**config.mk**
```make
export PLATFORM = sky130hd
export DESIGN_NAME = mem_port_arbiter
export DESIGN_NICKNAME = d
export VERILOG_FILES = /design/src/rtl/riscv_pkg.sv /design/src/rtl/rr_arbiter2.sv /design/src/rtl/mem_port_arbiter.sv
export SDC_FILE = /design/constraint.sdc
export NUM_CORES = 1
export LEC_CHECK = 0
export CAP_MARGIN = 20
export CORE_UTILIZATION = 40
export DETAILED_ROUTE_END_ITERATION = 7
export HOLD_SLACK_MARGIN = 0.12
export PLACE_DENSITY = 0.79
export SLEW_MARGIN = 20
export SYNTH_ARGS = -nofsm -noshare
export SYNTH_HDL_FRONTEND = slang
export SYNTH_SLANG_ARGS = --single-unit
```
**constraint.sdc**
```tcl
create_clock -name clk -period 4.9 [get_ports clk]
set_input_delay 0.49 -clock clk [delete_from_list [all_inputs] [get_ports clk]]
set_output_delay 0.49 -clock clk [all_outputs]
set_load 0.05 [all_outputs]
```
**src/rtl/riscv_pkg.sv**
```systemverilog
// Shared types and constants for the instruction/data memory port arbiter.
package riscv_pkg;

    typedef enum logic [1:0] {
        IDLE   = 2'd0,
        BUSY_I = 2'd1,
        BUSY_D = 2'd2
    } arb_state_t;

    // Requester IDs double as bit positions in the two-bit request/grant vectors.
    localparam logic REQ_I = 1'b0;
    localparam logic REQ_D = 1'b1;

    localparam int ARB_TIMEOUT_DEFAULT = 15;

endpackage

```
**src/rtl/rr_arbiter2.sv**
```systemverilog
// Two-way round-robin picker: on a tie, the requester not served last wins.
module rr_arbiter2
    import riscv_pkg::*;
(
    input  logic [1:0] req,
    input  logic       last_grant,
    output logic [1:0] gnt
);

    always_comb begin
        gnt = 2'b00;
        if (req[REQ_I] && req[REQ_D]) begin
            if (last_grant == REQ_D) begin
                gnt[REQ_I] = 1'b1;
            end else begin
                gnt[REQ_D] = 1'b1;
            end
        end else begin
            gnt = req;
        end
    end

endmodule

```
**src/rtl/mem_port_arbiter.sv**
```systemverilog
// Shares one memory port between instruction fetch and data accesses, one
// transaction at a time, with round-robin tie-break and a wait timeout.
module mem_port_arbiter
    import riscv_pkg::*;
#(
    parameter int ADDR_W  = 32,
    parameter int DATA_W  = 32,
    parameter int TIMEOUT = ARB_TIMEOUT_DEFAULT
) (
    input  logic                clk,
    input  logic                rst,

    input  logic                i_req,
    input  logic [ADDR_W-1:0]   i_addr,
    output logic                i_gnt,
    output logic                i_rvalid,
    output logic                i_err,
    output logic [DATA_W-1:0]   i_rdata,

    input  logic                d_req,
    input  logic                d_we,
    input  logic [ADDR_W-1:0]   d_addr,
    input  logic [DATA_W-1:0]   d_wdata,
    input  logic [DATA_W/8-1:0] d_be,
    output logic                d_gnt,
    output logic                d_rvalid,
    output logic                d_err,
    output logic [DATA_W-1:0]   d_rdata,

    output logic                m_req,
    output logic                m_we,
    output logic [ADDR_W-1:0]   m_addr,
    output logic [DATA_W-1:0]   m_wdata,
    output logic [DATA_W/8-1:0] m_be,
    input  logic [DATA_W-1:0]   m_rdata,
    input  logic                m_ready
);

    localparam int BE_W = DATA_W / 8;
    localparam int CNT_W = (TIMEOUT > 1) ? $clog2(TIMEOUT + 1) : 1;
    localparam logic [CNT_W-1:0] CNT_LAST = CNT_W'(TIMEOUT - 1);

    arb_state_t        state_q, state_d;
    logic              lastGrant_q, lastGrant_d;
    logic [CNT_W-1:0]  waitCnt_q, waitCnt_d;
    logic [ADDR_W-1:0] mAddr_q, mAddr_d;
    logic [DATA_W-1:0] mWdata_q, mWdata_d;
    logic [BE_W-1:0]   mBe_q, mBe_d;
    logic              mWe_q, mWe_d;
    logic              iRvalid_q, iRvalid_d, iErr_q, iErr_d;
    logic [DATA_W-1:0] iRdata_q, iRdata_d;
    logic              dRvalid_q, dRvalid_d, dErr_q, dErr_d;
    logic [DATA_W-1:0] dRdata_q, dRdata_d;

    logic [1:0]        pick;
    logic              compValid, compErr;
    logic [DATA_W-1:0] compData;

    // Bit order matches REQ_I = 0, REQ_D = 1.
    rr_arbiter2 u_rr (
        .req        ({d_req, i_req}),
        .last_grant (lastGrant_q),
        .gnt        (pick)
    );

    assign i_gnt = (state_q == IDLE) && !rst && pick[REQ_I];
    assign d_gnt = (state_q == IDLE) && !rst && pick[REQ_D];

    // m_req derives from the state register so an async reset drops it at once.
    assign m_req   = (state_q != IDLE);
    assign m_we    = mWe_q;
    assign m_addr  = mAddr_q;
    assign m_wdata = mWdata_q;
    assign m_be    = mBe_q;

    assign i_rvalid = iRvalid_q;
    assign i_err    = iErr_q;
    assign i_rdata  = iRdata_q;
    assign d_rvalid = dRvalid_q;
    assign d_err    = dErr_q;
    assign d_rdata  = dRdata_q;

    always_comb begin
        state_d     = state_q;
        lastGrant_d = lastGrant_q;
        waitCnt_d   = waitCnt_q;
        mAddr_d     = mAddr_q;
        mWdata_d    = mWdata_q;
        mBe_d       = mBe_q;
        mWe_d       = mWe_q;
        iRvalid_d   = 1'b0;
        iErr_d      = 1'b0;
        iRdata_d    = iRdata_q;
        dRvalid_d   = 1'b0;
        dErr_d      = 1'b0;
        dRdata_d    = dRdata_q;
        compValid   = 1'b0;
        compErr     = 1'b0;
        compData    = '0;

        case (state_q)
            IDLE: begin
                if (i_gnt) begin
                    state_d     = BUSY_I;
                    lastGrant_d = REQ_I;
                    waitCnt_d   = '0;
                    mAddr_d     = i_addr;
                    mWdata_d    = '0;
                    mBe_d       = '1;
                    mWe_d       = 1'b0;
                end else if (d_gnt) begin
                    state_d     = BUSY_D;
                    lastGrant_d = REQ_D;
                    waitCnt_d   = '0;
                    mAddr_d     = d_addr;
                    mWdata_d    = d_wdata;
                    mBe_d       = d_be;
                    mWe_d       = d_we;
                end
            end
            BUSY_I, BUSY_D: begin
                // A ready on the final allowed cycle still wins over the timeout.
                if (m_ready) begin
                    compValid = 1'b1;
                    compData  = mWe_q ? '0 : m_rdata;
                end else if (waitCnt_q == CNT_LAST) begin
                    compValid = 1'b1;
                    compErr   = 1'b1;
                end else begin
                    waitCnt_d = waitCnt_q + 1'b1;
                end
                if (compValid) begin
                    state_d = IDLE;
                end
            end
            default: begin
                state_d = IDLE;
            end
        endcase

        if (compValid) begin
            if (state_q == BUSY_I) begin
                iRvalid_d = 1'b1;
                iErr_d    = compErr;
                iRdata_d  = compData;
            end else begin
                dRvalid_d = 1'b1;
                dErr_d    = compErr;
                dRdata_d  = compData;
            end
        end
    end

    always_ff @(posedge clk or posedge rst) begin
        if (rst) begin
            state_q     <= IDLE;
            lastGrant_q <= REQ_D;
            waitCnt_q   <= '0;
            mAddr_q     <= '0;
            mWdata_q    <= '0;
            mBe_q       <= '0;
            mWe_q       <= 1'b0;
            iRvalid_q   <= 1'b0;
            iErr_q      <= 1'b0;
            iRdata_q    <= '0;
            dRvalid_q   <= 1'b0;
            dErr_q      <= 1'b0;
            dRdata_q    <= '0;
        end else begin
            state_q     <= state_d;
            lastGrant_q <= lastGrant_d;
            waitCnt_q   <= waitCnt_d;
            mAddr_q     <= mAddr_d;
            mWdata_q    <= mWdata_d;
            mBe_q       <= mBe_d;
            mWe_q       <= mWe_d;
            iRvalid_q   <= iRvalid_d;
            iErr_q      <= iErr_d;
            iRdata_q    <= iRdata_d;
            dRvalid_q   <= dRvalid_d;
            dErr_q      <= dErr_d;
            dRdata_q    <= dRdata_d;
        end
    end

endmodule

```
* Word-level counts from Yosys, hierarchy flattened
Cells that the tools add are included.
** Word-level totals
- Flip-flop bits (word level) :: 144
- Input port bits :: 138
- Word-level logic and storage cells :: 76
** Cells by class
- $add $sub $neg :: 1
- Eq/ne operators :: 7
- Muxes and demuxes :: 39
- Bitwise logic cells :: 1
- Reductions and logical operators :: 15
** Operators with widths (count)
- $mux 32 :: 7
- $mux 4 :: 6
- $mux 1 :: 20
- $mux 2 :: 4
- $pmux 4 s2 :: 1
- $reduce_and 2->1 :: 4
- $ne 2x2->1 const B :: 3
- $reduce_bool 2->1 :: 3
- $add 4x1->4 const B :: 1
- $eq 4x4->1 const B :: 1
- $logic_and 1x1->1 :: 4
- $pmux 2 s2 :: 1
- $reduce_and 4->1 :: 1
- $ne 3x3->1 const B :: 1
- $eq 2x1->1 const B :: 1
- $eq 2x2->1 const B :: 1
- $logic_not 2->1 :: 1
- $reduce_or 2->1 :: 1
- $logic_not 1->1 :: 1
- $not 1->1 :: 1

* Logic depth before layout (Yosys ltp)
Gate-level depths: netlist (run 1).
- Depth after elaboration :: 6
- Mapped depth :: 9
- Mapped depth without buffers :: 7

* Cells and area by module
From an unflattened synthesis (run 1), not the netlist that was laid out.
** Unflattened totals
- Cells, all modules :: 563
- Area total of the unflattened synthesis :: 5935.7 um^2
** By module, submodules not included
- mem_port_arbiter :: times used 1, cells an instance 560, area an instance 5916.9 um^2, sequential area each 3604.7 um^2
- rr_arbiter2 :: times used 1, cells an instance 3, area an instance 18.8 um^2, sequential area each 0.0 um^2

* Least setup slack after synthesis (run 1)
Ideal clock, no wire load.
- Kind :: flip-flop to output port
- From :: register state_q[0]
- To :: output port i_gnt
- Data arrival time :: 1.559 ns
- Data required time :: 4.410 ns
- Slack :: 2.851 ns
- Cell stages (with the launch flop) :: 9
- Path buffers :: 3
- Path through :: dfrtp_1 inv_1 ha_1 buf_6 and2b_4 nand3_2 buf_6 buf_8 inv_1
** Between the ends
- Longest elaborated chain between the ends :: 3
** RTL lines
- start: declaration :: line mem_port_arbiter.sv:43 : arb_state_t state_q, state_d;
- start signal: assignment :: line mem_port_arbiter.sv:170 : state_q <= state_d;
- $logic_not 2->1 :: line mem_port_arbiter.sv:66 : assign i_gnt = (state_q == IDLE) && !rst && pick[REQ_I];
- $logic_and 1x1->1 (2 in a row) :: line mem_port_arbiter.sv:66
- end: declaration :: line mem_port_arbiter.sv:15 : output logic i_gnt,
Every way passes these cells.

* Final worst setup path (run 1)
- From :: register state_q[0]
- To :: output port d_gnt
** Between the ends
- Longest elaborated chain between the ends :: 3
** RTL lines
- $logic_not 2->1 :: line mem_port_arbiter.sv:67 : assign d_gnt = (state_q == IDLE) && !rst && pick[REQ_D];
- $logic_and 1x1->1 (2 in a row) :: line mem_port_arbiter.sv:67
- end: declaration :: line mem_port_arbiter.sv:25 : output logic d_gnt,
Every way passes these cells.

==> results of run 1 <==
-- worst max-delay path, delay by kind of cell, from the launching register on --
kind	cells	cell delay (ns)
fa+ha+maj	1	0.37
simple gates	2	0.39
flops	1	0.38
buf+inv	3	1.47
-- worst max-delay path by stage --
| stage | startpoint | to | slack, ns | cells past startpoint |
|---|---|---|---|---|
| 2_1_floorplan | rst | d_err$_DFF_PP0_ | 0.55 | 1 |
| 3_3_place_gp | rst | d_gnt | 1.64 | 5 |
| 4_1_cts | state_q[0]$_DFFE_PP0P_ | d_gnt | 1.35 | 6 |
| 5_1_grt | state_q[0]$_DFFE_PP0P_ | d_gnt | 1.20 | 6 |
| 6_report | state_q[0]$_DFFE_PP0P_ | d_gnt | 1.37 | 6 |
| 3_5_place_dp | rst | d_gnt | 1.58 | 5 |
-- synthesized netlist by cell type (all sizes together), types with 3 or more instances --
cell,instances
a21oi,3
o211ai,3
mux2i,33
nand3,7
o21ai,100
o22a,4
nand2,132
a22o,33
buf,33
nor2,7
ha,4
inv,11
dfrtp,143
clkbuf,4
-- registers in the layout (all words and copies together), names as in the netlist --
register	flops
i_rvalid	1
waitCnt_q	4
d_rvalid	1
m_we	1
lastGrant_q	1
i_err	1
i_rdata	32
m_be	4
d_err	1
d_rdata	32
m_wdata	32
state_q	2
m_addr	32
-- cell families after synthesis --
| kind of cell | after synthesis | share of synthesized area [%] |
|---|---|---|
| AOI/OAI and AO/OA | 154 | 16.59 |
| DFF | 144 | 61.36 |
| adders and majority gates | 4 | 0.8520 |
| and+or+nand+nor | 153 | 10.48 |
| buffers and inverters | 48 | 5.090 |
| muxes | 33 | 5.623 |
-- through the flow --
step / util [%] / instance area [µm²]
after floorplan: - / 5874
after global placement: 61.66 / 8692
after detailed placement: 61.66 / 8692
after CTS: 65.84 / 9280
after global routing: 65.84 / 9280
final: 65.84 / 9280
-- cell type report --
class | instances | area [µm²]
clock buffers | 19 | 452.9
clock inverters | 13 | 135.1
fillers | 1073 | 4816
inverters | 11 | 46.29
multi-input cells | 344 | 1998
flip-flops and latches | 144 | 3605
well taps | 180 | 225.2
repair buffers | 283 | 2818
-- metal layers --
metal	vias to the layer above	part of all wire, %	track usage, %
met5	-	0	0
met4	0	1.0	7.831
met3	10	7.9	5.766
met2	225	50	36.28
met1	2350	41	25.90
li1	2375	-	-
-- power breakdown --
group | internal, mW | leakage [nW] | total, mW | switching (mW)
registers | 1.74 | 1.89 | 2.07 | 0.324
logic | 1.35 | 1.99 | 4.17 | 2.82
clock network | 0.775 | 0.278 | 1.26 | 0.488
==> out/qor.yml, run 1 <==
core_area_mm2: 0.01410
final_common_cell: "clkdlybuf4s50_1"
setup_tns_ns: 0
cts.clk_slew.worst_paths_ns: 0.06
dp.cells: 962
post_cts_buffers: 0
r2r-start: "state_q[0]$_DFFE_PP0P_"
p_per_area_mw_per_mm2: 807.6
portBuffers: 277
worstHoldStart: "i_rdata[27]$_DFFE_PP0P_"
rrSetupSlack_ns: 2.61
crit_required_ns: 4.41
layout-drive-gt1-share_pct: 6.265
synth_edf_count: 0
finalWorstSetupSlack_ns: 1.373
post-route-drc-count: 0
ys.flop_type: "dfrtp_1"
cap_violations: 0
hold_end: "i_rdata[27]$_DFFE_PP0P_"
area_growth_pct: 57.98
hold_path_depth: 2
synth_area_leader_cell: "dfrtp_1"
routabilityCongestion: 0.7726
grt_pass1_wl_um: 24500
preCtsSetupSlack_ns: 1.583
nets: 943
synth.distinct_cells: 39
tightest_slew_ns: 0.9494
hold_buffers: 0
crit_type: "flip-flop to output port"
cts-root-buf: "clkbuf_16"
dp_hpwl_um: 11470
critPathLaunchType: "flip-flop"
drt_iter0_drc: 252
hp-class: "flip-flop to flip-flop"
wirelength_um: 15830
vias: 4960
cp-end-kind: "output port"
ff2ff_path_depth: 6
vias_per_cell: 4.990
wl_per_cell_um: 15.92
synthesis.nets: 678
synthArstFlopShare_pct: 100.0
ant_nets: 0
grt_usage_pct: 21.33
finalHoldViolCount: 0
slew_headroom_pct: 36.70
synth_top_area_share_pct: 60.92
grt_antenna_before_repair: 0
clockBufferDepth: 2
setup_viol: 0
power_mw: 7.495
htree_levels: 4
drt_first_pass_iters: 5
post-route-min-period_ns: 3.527
fin_crit_sh_pct: 71.98
start_util_pct: 41.67
diodes: 0
io_pins: 278
die_x_um: 123.2
reg2reg_to: "m_addr[26]$_DFFE_PP0P_"
grt_overflow: 0
grt_pass1_vias: 4930
status: "complete, no violations"
layout_common_cells: "clkdlybuf4s50_1 (277), dfrtp_1 (143), nand2_1 (132)"
dieArea_mm2: 0.01517
yosys_warnings: 0
peakVddDrop_mv: 0.4599
ctsResizeCount: 0
slowest_stage: "clkdlybuf4s50_1"
rsz0062_at_grt: "false"
synth.top_cells.by_area: "dfrtp_1 (61%), nand2_1 (8.4%), mux2i_1 (5.6%)"
grt_max_degree: 112
total_leakage_power_nw: 4.157
holdWs_ns: 0.4762
die_h_um: 123.2
syn_area_mm2: 0.005874
cts.sinks: 144
finalClockSkew_ns: 0.01041
path_max_fanout: 35
rows: 43
fmax_mhz: 283.5
critPathMaxStageDelay_ns: 0.91
cts_buffers: 17
clkLatencyLatePin_ns: 0.41
synth.avg_cell_area_um2: 10.96
path_cells: "inv_1 -> ha_1 -> and2b_4 -> nand3_2 -> inv_2 -> clkdlybuf4s50_1"
synth_seq_cells: 144
cts_tree: "yes"
synth.yosys.seq_area_share_pct: 61.36
instances_no_fill: 994
synthCells: 536
slew_violations: 0
cp.arrival_ns: 3.04
(Power assumes the default switching activity.)
==> inputs of run 2 (changes only) <==
==> constraint.sdc (replaced) <==
create_clock -name clk -period 3.33 [get_ports clk]
set_input_delay 0.333 -clock clk [delete_from_list [all_inputs] [get_ports clk]]
set_output_delay 0.333 -clock clk [all_outputs]
set_load 0.05 [all_outputs]
==> out/qor.yml, run 2 (same netlist as run 1, synthesis figures left out) <==
clkLatencyLatePin_ns: 0.42  # about the same
hold_buffers: 0  # unchanged
post-route-min-period_ns: 2.886
setup_tns_ns: 0  # unchanged
clockBufferDepth: 2  # unchanged
finalWorstSetupSlack_ns: 0.4445  # -0.9284 ns
preCtsSetupSlack_ns: 0.8490  # -0.7342 ns
crit_type: "flip-flop to output port"
wl_per_cell_um: 16.50  # +3.6%
total_leakage_power_nw: 4.198  # +0.98%
vias_per_cell: 5.003  # +0.26%
path_max_fanout: 9  # -74%
final_core_util_pct: 66.33  # +0.50 points
fin_crit_sh_pct: 86.65
p_per_area_mw_per_mm2: 1191  # +47%
rows: 43  # unchanged
final_common_cell: "clkdlybuf4s50_1"
crit_family: "buffers and inverters"
finalClockSkew_ns: 0.007241  # -0.003165 ns
finalHoldViolCount: 0  # unchanged
critPathMaxStageDelay_ns: 0.80  # -0.11 ns
slowest_stage: "clkdlybuf4s50_1"
cts_buffers: 17  # unchanged
wirelength_um: 16460  # +4.0%
die_x_um: 123.2  # unchanged
slew_violations: 0  # unchanged
vias: 4993  # +0.67%
path_buf_inv: 3  # unchanged
ctsResizeCount: 0  # unchanged
drt_first_pass_iters: 4  # -1
routabilityCongestion: 0.8348  # +8.1%
post-route-drc-count: 0  # unchanged
area_growth_pct: 59.17
drt_iter0_drc: 297  # +18%
start_util_pct: 41.67  # unchanged
cp-end-kind: "output port"
portBuffers: 277  # unchanged
io_pins: 278  # unchanged
status: "complete, no violations"
dp_hpwl_um: 11790  # +2.8%
cap_violations: 0  # unchanged
grt_max_degree: 96  # -14%
slew_headroom_pct: 57.71  # +21 points
path_cells: "inv_1 -> ha_1 -> and2b_4 -> nand3_2 -> inv_2 -> clkdlybuf4s50_1"
tightest_slew_ns: 0.6344  # -0.3151 ns
grt_pass1_vias: 4968  # +0.77%
cts-root-buf: "clkbuf_16"
fmax_mhz: 346.6
cts_tree: "yes"
post_cts_buffers: 0  # unchanged
crit_required_ns: 3.00  # -1.41 ns
grt_usage_pct: 21.90  # +0.57 points
grt_overflow: 0  # unchanged
fill_cells: 1056  # -1.6%
ant_nets: 0  # unchanged
rsz0062_at_grt: "false"
hp-class: "primary input to asynchronous set/reset pin"
dieArea_mm2: 0.01517  # unchanged
die_h_um: 123.2  # unchanged
peakVddDrop_mv: 0.8248  # +79%
layout_common_cells: "clkdlybuf4s50_1 (276), dfrtp_1 (143), nand2_1 (132)"
cts.clk_slew.worst_paths_ns: 0.06  # about the same
critPathLaunchType: "flip-flop"
grt_pass1_wl_um: 24970  # +1.9%
cp.arrival_ns: 2.55  # -0.49 ns
diodes: 0  # unchanged
nets: 947  # +0.42%
layout-drive-gt1-share_pct: 6.601  # +0.34 points
grt_antenna_before_repair: 0  # unchanged
core_area_mm2: 0.01410  # unchanged
htree_levels: 4  # unchanged
cts.sinks: 144  # unchanged
setup_viol: 0  # unchanged
run 2: report_power, final:
| group | leakage (nW) | switching, mW | total (mW) | internal [mW] |
|---|---|---|---|---|
| Clock | 0.295 | 0.735 | 1.94 | 1.20 |
| Sequential | 1.89 | 0.482 | 3.05 | 2.56 |
| Combinational | 2.01 | 4.15 | 6.15 | 2.00 |
| Total | 4.20 | 5.37 | 11.1 | 5.77 |
run 2: cell type report:
| class | instances | area, µm² | area share (%) |
|---|---|---|---|
| clock buffers | 20 | 446.7 | 4.777 |
| well taps | 180 | 225.2 | 2.409 |
| flip-flops and latches | 144 | 3605 | 38.55 |
| inverters | 11 | 45.04 | 0.4817 |
| clock inverters | 12 | 160.2 | 1.713 |
| multi-input cells | 344 | 1998 | 21.37 |
| repair buffers | 287 | 2870 | 30.70 |
run 2: path summary, 6_finish.rpt:
| check | start | endpoint | slack, ns | depth (start not counted) |
|---|---|---|---|---|
| max | state_q[1]$_DFFE_PP0P_ | d_gnt | 0.44 | 6 |
| min | rst | state_q[1]$_DFFE_PP0P_ | 0.45 | 3 |
| max reg2reg | state_q[1]$_DFFE_PP0P_ | m_addr[1]$_DFFE_PP0P_ | 1.03 | 7 |
| min reg2reg | i_rdata[18]$_DFFE_PP0P_ | i_rdata[18]$_DFFE_PP0P_ | 0.48 | 2 |
| max in group asynchronous | rst | d_rdata[11]$_DFFE_PP0P_ | 2.36 | 3 |
| min in group clk | i_rdata[18]$_DFFE_PP0P_ | i_rdata[18]$_DFFE_PP0P_ | 0.48 | 2 |
run 2: worst reg2reg max path: stages (launching register included):
cell and delay [ns]:
dfrtp_1 0.38, inv_1 0.09, ha_1 0.36, and2b_4 0.26, nand3_2 0.36, buf_4 0.39, mux2i_1 0.22, o21ai_1 0.09
run 2: through the flow:
stage | power, mW | std cells | hold WS (ns) | area (µm²)
floorplan | 7.073 | 536 | 0.4625 | 5878
global route | 11.68 | 998 | 0.4953 | 9350
global placement | 9.099 | 966 | 0.4622 | 8743
finish | 11.13 | 998 | 0.4521 | 9350
CTS | 11.22 | 998 | 0.4701 | 9350
detailed placement | 9.242 | 966 | 0.4705 | 8743
run 2: routing by layer:
metal  up-vias  share of wire, %  GRT usage, %
met1      2362                41         25.57
li1       2379                 -             -
met5         -                 0             0
met2       221                49         36.84
met4         0               2.8         10.09
met3        31               7.9         6.734
